**src/rtl/csa_wide_add_sequencer_if.sv**
```systemverilog
// Requester and shared-adder signal bundle for csa_wide_add_sequencer.
// CSA_SEQ_OVERFLOW_EN adds the signed overflow flag.
interface csa_wide_add_sequencer_if #(
  parameter int WORDS   = 4,
  parameter int SLICE_W = 16
);
  localparam int N = WORDS * SLICE_W;

  logic               start;
  logic [N-1:0]       op_a;
  logic [N-1:0]       op_b;
  logic               carry_in;
  logic               sub;
  logic               busy;
  logic               done;
  logic [N-1:0]       result;
  logic               carry_out;
  logic [SLICE_W-1:0] adder_a;
  logic [SLICE_W-1:0] adder_b;
  logic               adder_cin;
  logic [SLICE_W-1:0] adder_sum;
  logic               adder_cout;
`ifdef CSA_SEQ_OVERFLOW_EN
  logic               overflow;

  modport slave (
    input  start, op_a, op_b, carry_in, sub, adder_sum, adder_cout,
    output busy, done, result, carry_out, adder_a, adder_b, adder_cin, overflow
  );
  modport master (
    output start, op_a, op_b, carry_in, sub, adder_sum, adder_cout,
    input  busy, done, result, carry_out, adder_a, adder_b, adder_cin, overflow
  );
`else
  modport slave (
    input  start, op_a, op_b, carry_in, sub, adder_sum, adder_cout,
    output busy, done, result, carry_out, adder_a, adder_b, adder_cin
  );
  modport master (
    output start, op_a, op_b, carry_in, sub, adder_sum, adder_cout,
    input  busy, done, result, carry_out, adder_a, adder_b, adder_cin
  );
`endif
endinterface

```
**src/rtl/csa_wide_add_sequencer.sv**
```systemverilog
// Sequences a WORDS*SLICE_W-bit add/sub through one shared SLICE_W-bit adder, LSB slice first.
// Optional CSA_SEQ_OVERFLOW_EN adds a registered signed-overflow flag.
module csa_wide_add_sequencer #(
  parameter int WORDS   = 4,
  parameter int SLICE_W = 16
) (
  input logic                      clk,
  input logic                      rst_n,
  csa_wide_add_sequencer_if.slave  bus
);
  localparam int N  = WORDS * SLICE_W;
  localparam int KW = (WORDS > 1) ? $clog2(WORDS) : 1;

  typedef enum logic [1:0] {IDLE, RUN, DONE} state_t;

  state_t             state, state_nx;
  logic [N-1:0]       a_q, b_q, res_q;
  logic               cy_q, cout_q;
  logic [KW-1:0]      k_q;
  logic               last;
  logic [SLICE_W-1:0] add_a, add_b;
  logic               add_cin;

  assign last = (k_q == KW'(WORDS - 1));

  always_ff @(posedge clk or negedge rst_n) begin
    if (!rst_n) state <= IDLE;
    else        state <= state_nx;
  end

  // Adder ports are only live during RUN so the shared adder sees zeros otherwise.
  always_comb begin
    state_nx = state;
    add_a    = '0;
    add_b    = '0;
    add_cin  = 1'b0;
    case (state)
      IDLE: if (bus.start) state_nx = RUN;
      RUN: begin
        add_a   = a_q[k_q*SLICE_W +: SLICE_W];
        add_b   = b_q[k_q*SLICE_W +: SLICE_W];
        add_cin = cy_q;
        if (last) state_nx = DONE;
      end
      DONE:    state_nx = IDLE;
      default: state_nx = IDLE;
    endcase
  end

`ifdef CSA_SEQ_OVERFLOW_EN
  logic ovf_q;
  // Signed overflow: operands agree in sign but the top slice's sum does not.
  always_ff @(posedge clk or negedge rst_n) begin
    if (!rst_n)                          ovf_q <= 1'b0;
    else if (state == IDLE && bus.start) ovf_q <= 1'b0;
    else if (state == RUN && last)
      ovf_q <= (a_q[N-1] == b_q[N-1]) && (bus.adder_sum[SLICE_W-1] != a_q[N-1]);
  end
  assign bus.overflow = ovf_q;
`endif

  always_ff @(posedge clk or negedge rst_n) begin
    if (!rst_n) begin
      a_q    <= '0;
      b_q    <= '0;
      res_q  <= '0;
      cy_q   <= 1'b0;
      cout_q <= 1'b0;
      k_q    <= '0;
    end else begin
      case (state)
        IDLE: if (bus.start) begin
          a_q    <= bus.op_a;
          b_q    <= bus.sub ? ~bus.op_b : bus.op_b;
          cy_q   <= bus.sub | bus.carry_in;
          res_q  <= '0;
          cout_q <= 1'b0;
          k_q    <= '0;
        end
        RUN: begin
          res_q[k_q*SLICE_W +: SLICE_W] <= bus.adder_sum;
          cy_q <= bus.adder_cout;
          if (last) cout_q <= bus.adder_cout;
          else      k_q    <= k_q + KW'(1);
        end
        default: ;
      endcase
    end
  end

  assign bus.busy      = (state != IDLE);
  assign bus.done      = (state == DONE);
  assign bus.result    = res_q;
  assign bus.carry_out = cout_q;
  assign bus.adder_a   = add_a;
  assign bus.adder_b   = add_b;
  assign bus.adder_cin = add_cin;
endmodule

```
**src/flat_wrapper.sv**
```systemverilog
// flat-port wrapper written by rule: the top's interface ports become plain ports
module csa_wide_add_sequencer_flat 
#(
  parameter int WORDS   = 4,
  parameter int SLICE_W = 16
)
  (clk, rst_n, bus_start, bus_op_a, bus_op_b, bus_carry_in, bus_sub, bus_adder_sum, bus_adder_cout, bus_busy, bus_done, bus_result, bus_carry_out, bus_adder_a, bus_adder_b, bus_adder_cin);
  csa_wide_add_sequencer_if #(.WORDS(WORDS), .SLICE_W(SLICE_W)) bus_i ();
  input logic clk;
  input logic rst_n;
  input wire logic [$bits(bus_i.start)-1:0] bus_start;
  input wire logic [$bits(bus_i.op_a)-1:0] bus_op_a;
  input wire logic [$bits(bus_i.op_b)-1:0] bus_op_b;
  input wire logic [$bits(bus_i.carry_in)-1:0] bus_carry_in;
  input wire logic [$bits(bus_i.sub)-1:0] bus_sub;
  input wire logic [$bits(bus_i.adder_sum)-1:0] bus_adder_sum;
  input wire logic [$bits(bus_i.adder_cout)-1:0] bus_adder_cout;
  output wire logic [$bits(bus_i.busy)-1:0] bus_busy;
  output wire logic [$bits(bus_i.done)-1:0] bus_done;
  output wire logic [$bits(bus_i.result)-1:0] bus_result;
  output wire logic [$bits(bus_i.carry_out)-1:0] bus_carry_out;
  output wire logic [$bits(bus_i.adder_a)-1:0] bus_adder_a;
  output wire logic [$bits(bus_i.adder_b)-1:0] bus_adder_b;
  output wire logic [$bits(bus_i.adder_cin)-1:0] bus_adder_cin;
  assign bus_i.start = bus_start;
  assign bus_i.op_a = bus_op_a;
  assign bus_i.op_b = bus_op_b;
  assign bus_i.carry_in = bus_carry_in;
  assign bus_i.sub = bus_sub;
  assign bus_i.adder_sum = bus_adder_sum;
  assign bus_i.adder_cout = bus_adder_cout;
  assign bus_busy = bus_i.busy;
  assign bus_done = bus_i.done;
  assign bus_result = bus_i.result;
  assign bus_carry_out = bus_i.carry_out;
  assign bus_adder_a = bus_i.adder_a;
  assign bus_adder_b = bus_i.adder_b;
  assign bus_adder_cin = bus_i.adder_cin;
  csa_wide_add_sequencer #(.WORDS(WORDS), .SLICE_W(SLICE_W)) u_core (.clk(clk), .rst_n(rst_n), .bus(bus_i));
endmodule
```
**config.mk**
```make
export PLATFORM = sky130hd
export DESIGN_NAME = csa_wide_add_sequencer_flat
export DESIGN_NICKNAME = d
export VERILOG_FILES = /design/src/rtl/csa_wide_add_sequencer_if.sv /design/src/rtl/csa_wide_add_sequencer.sv /design/src/flat_wrapper.sv
export SDC_FILE = /design/constraint.sdc
export NUM_CORES = 1
export LEC_CHECK = 0
export CAP_MARGIN = 20
export CORE_ASPECT_RATIO = 1.1
export CORE_UTILIZATION = 49
export CTS_CLUSTER_SIZE = 14
export DETAILED_ROUTE_END_ITERATION = 6
export PLACE_DENSITY = 0.78
export SYNTH_ARGS = -nofsm -noshare
export SYNTH_HDL_FRONTEND = slang
export SYNTH_SLANG_ARGS = --single-unit
```
**constraint.sdc**
```tcl
create_clock -name clk -period 3.13 [get_ports clk]
set_input_delay 0.4695 -clock clk [delete_from_list [all_inputs] [get_ports clk]]
set_output_delay 0.4695 -clock clk [all_outputs]
set_load 0.02 [all_outputs]
```
==> impl_results.md <==
* CP max stage delay at between 500 and 600 ps
* Antenna violations before repair at 1
* Power per Cell Area at between 900 and 1000 nW/um^2
* Crit Path Class: register to output port
* Synth unique cells at 32
* CP arrival at between 2000 and 3000 ps
* Share of layout cells above drive strength 1 at 8.93%
* CP Launch Type: register
* Fill cells at 1343
* Post-Syn Instances at about 810
* Antenna-violating nets left at 0
* Initial Util at just over 50%
* # H-tree levels at 4
* Cell family with most CP delay: buffers and inverters
* Num rows at roughly 50
* Clock-pin slew on the worst setup and hold paths at approximately 70 ps
* Leakage at roughly 5.5 nW
* Sink Count at 198
* Avg Vias per Cell at ~5.3
* Post-cts hold buffer count at 0
* Clock skew at 10.8 ps
* Post-CTS sizing at 0
* Die height at approximately 140 um
* Max-cap violations at 0
* Pins over their slew limit at 0
* Fin crit period at 2980 ps
* Buffers and inverters on the worst path at 2
* Dominant synthesized flop cell: dfrtp_1
* CORE AREA at around 18000 sq um
* DRT iter0 DRCs at roughly 380
* IO Count at between 200 and 300
* Unrepaired setup endpoints after global routing: no
* Total number of vias at ~6.8k
* Syn_area_per_cell at about 11 sq um
* WL final at roughly 22000 um
* Placed cells at around 1.3k
* Setup TNS Final at 0 ps
* Crit Path Max Fanout at 16
* Final Non-Filler Cells at 1292
* Skew-Pair Late Insertion Delay at roughly 430 ps
* Final worst path period share at a little over nine tenths
* CP Data Required Time at approximately 2700 ps
* Hpwl dp at 15500 um
* Run status: finished clean
* Area grow syn2layout at 36.4%
* Final #Nets at about 1.2k
* Total gr overflow at 0
* Die area at between 15000 and 20000 sq um
* First drt pass iteration count at 6
* Maximum VDD drop at ~0.52 mV
* Worst slew pin tran at ~640 ps
* Largest net degree at the start of global routing at 140
* # setup viols final at 0
* Clock Path Buffers at 2
* CTS tree: done
* Root buf cell: clkbuf_16
* Residual DRC count at 0
* Vias in the first global route at between 6k and 7k
* Number of enable flip-flop cells after synthesis at 0
* CP Capture Type: output port
* Total track usage at approximately 25%
* Post-DR wirelength/cell at about 17 um
* Ys Warns at 0
* PortBufs at roughly 250
* Setup Buffers After CTS at 0
* Async SR Flop Fraction at 100%
* Hold Crit Class: input pin to async pin
* Worst-path cell chain: buf_12 -> mux4_2 -> and2_1 -> clkdlybuf4s50_1
* Cell area after synthesis at between 8000 and 9000 sq um
* First-pass GRT wire length at between 30000 and 40000 um
* Placer Congestion at 0.826
* Post-route design area at 12300 sq um
* Seq cells post-synth at a little under 200
* Syn_nets at 970
* CTS Buf Count at 17
* Seq/Total Area, Yosys at between 50% and 60%
* Area post-placement at roughly 12000 sq um
* Slowest library cell on the worst path: dfrtp_2
* Die width at roughly 130 um
* Fmax achieved at approximately 0.34 GHz
* Slew HR at a little under three fifths
* Hold Fails Final Rpt at 0
* Worst Hold Slack at roughly 43 ps
path summary, 6_finish.rpt:
check                      slack [ps]           start  depth (start not counted)               endpoint
hold / removal                     40           rst_n                          1  u_core.bus.result[41]
hold reg to reg                   480  u_core.a_q[41]                          2         u_core.a_q[41]
setup / recovery                  150   u_core.k_q[0]                          4         bus_adder_b[5]
setup reg to reg                  930   u_core.k_q[0]                          7  u_core.bus.result[40]
max in group asynchronous        2210           rst_n                          2          u_core.b_q[5]
min in group clk                  480  u_core.a_q[41]                          2         u_core.a_q[41]
synthesized netlist by cell type (2+ instances only):
library cell	count	area share, %
ha_1	6	0.84
buf_6	13	1.6
and2_1	32	2.2
o21ai_0	61	3.4
xnor2_1	64	6.2
o21ai_1	6	0.33
a22o_1	64	6.2
a21o_1	4	0.33
nand2b_1	2	0.14
mux4_2	32	8.0
inv_1	5	0.21
nor2_1	3	0.13
dfrtp_1	198	55
nor2b_1	2	0.14
buf_4	4	0.33
clkbuf_1	26	1.1
nand2_1	263	11
buf_2	15	0.84
registers in the layout (all words and copies together), names as in the netlist:
| register | count |
|---|---|
| u_core.a_q | 64 |
| u_core.b_q | 64 |
| u_core.bus.result | 64 |
| u_core.k_q | 2 |
| u_core.state | 2 |
| u_core.bus.carry_out | 1 |
| u_core.cy_q | 1 |
layout make-up:
type	instances	area, sq um	share of cell area (%)
antenna	1	2.50	0.0204
clock buffer	20	467	3.81
clock inverter	11	141	1.15
inverter	5	18.8	0.153
multi-input combinational	552	3670	29.9
sequential	198	4960	40.5
tap	238	298	2.43
timing repair buffer	267	2700	22.1
through the flow:
| stage | setup slack, ps | util (%) | power [mW] |
|---|---|---|---|
| 2_1_floorplan | 1010 | - | 7.54 |
| 3_3_place_gp | 581 | 65.4 | 9.48 |
| 3_5_place_dp | 589 | 65.4 | 9.63 |
| 4_1_cts | 117 | 68.8 | 11.9 |
| 5_1_grt | 34.6 | 68.8 | 12.5 |
| 6_report | 146 | 68.8 | 11.8 |
cell families (layout without fill, tap and decap cells):
| family | Yosys count | in the layout | share of synthesized area, % |
|---|---|---|---|
| AO/OA/AOI/OAI | 139 | 139 | 10.7 |
| XOR/XNOR | 64 | 64 | 6.24 |
| adder cells (fa/ha/maj) | 6 | 6 | 0.836 |
| buffers and inverters | 64 | 303 | 4.14 |
| flip-flops | 198 | 198 | 55.2 |
| multiplexers | 32 | 32 | 8.02 |
| other | 0 | 1 | 0 |
| AND/OR/NAND/NOR | 311 | 311 | 14.9 |
report_power, final:
group,switching (mW),total (mW),internal [mW]
Clock,0.982,2.24,1.25
Sequential,0.669,4.28,3.62
Combinational,2.68,5.30,2.62
Total,4.33,11.8,7.49
placed cells by master, fill, tap and decap left out, types with 5 or more instances in the layout:
master / Yosys / layout
o21ai_0: 61 / 61
clkbuf_16: 0 / 17
nand2_1: 263 / 263
xnor2_1: 64 / 64
a22o_1: 64 / 64
buf_4: 4 / 13
and2_1: 32 / 32
inv_1: 5 / 5
buf_12: 0 / 6
dfrtp_1: 198 / 196
o21ai_1: 6 / 6
ha_1: 6 / 6
mux4_2: 32 / 32
clkdlybuf4s50_1: 0 / 247
per-layer routing:
metal  GRT usage [%]  vias to the layer above  share of wire [%]
li1                -                     3192                  -
met5               0                        -                  0
met3            4.98                       27                5.2
met1            31.2                     3349                 42
met2            42.0                      216                 51
met4            9.16                        0                2.1
No activity file was read; power rests on OpenSTA's default activity.
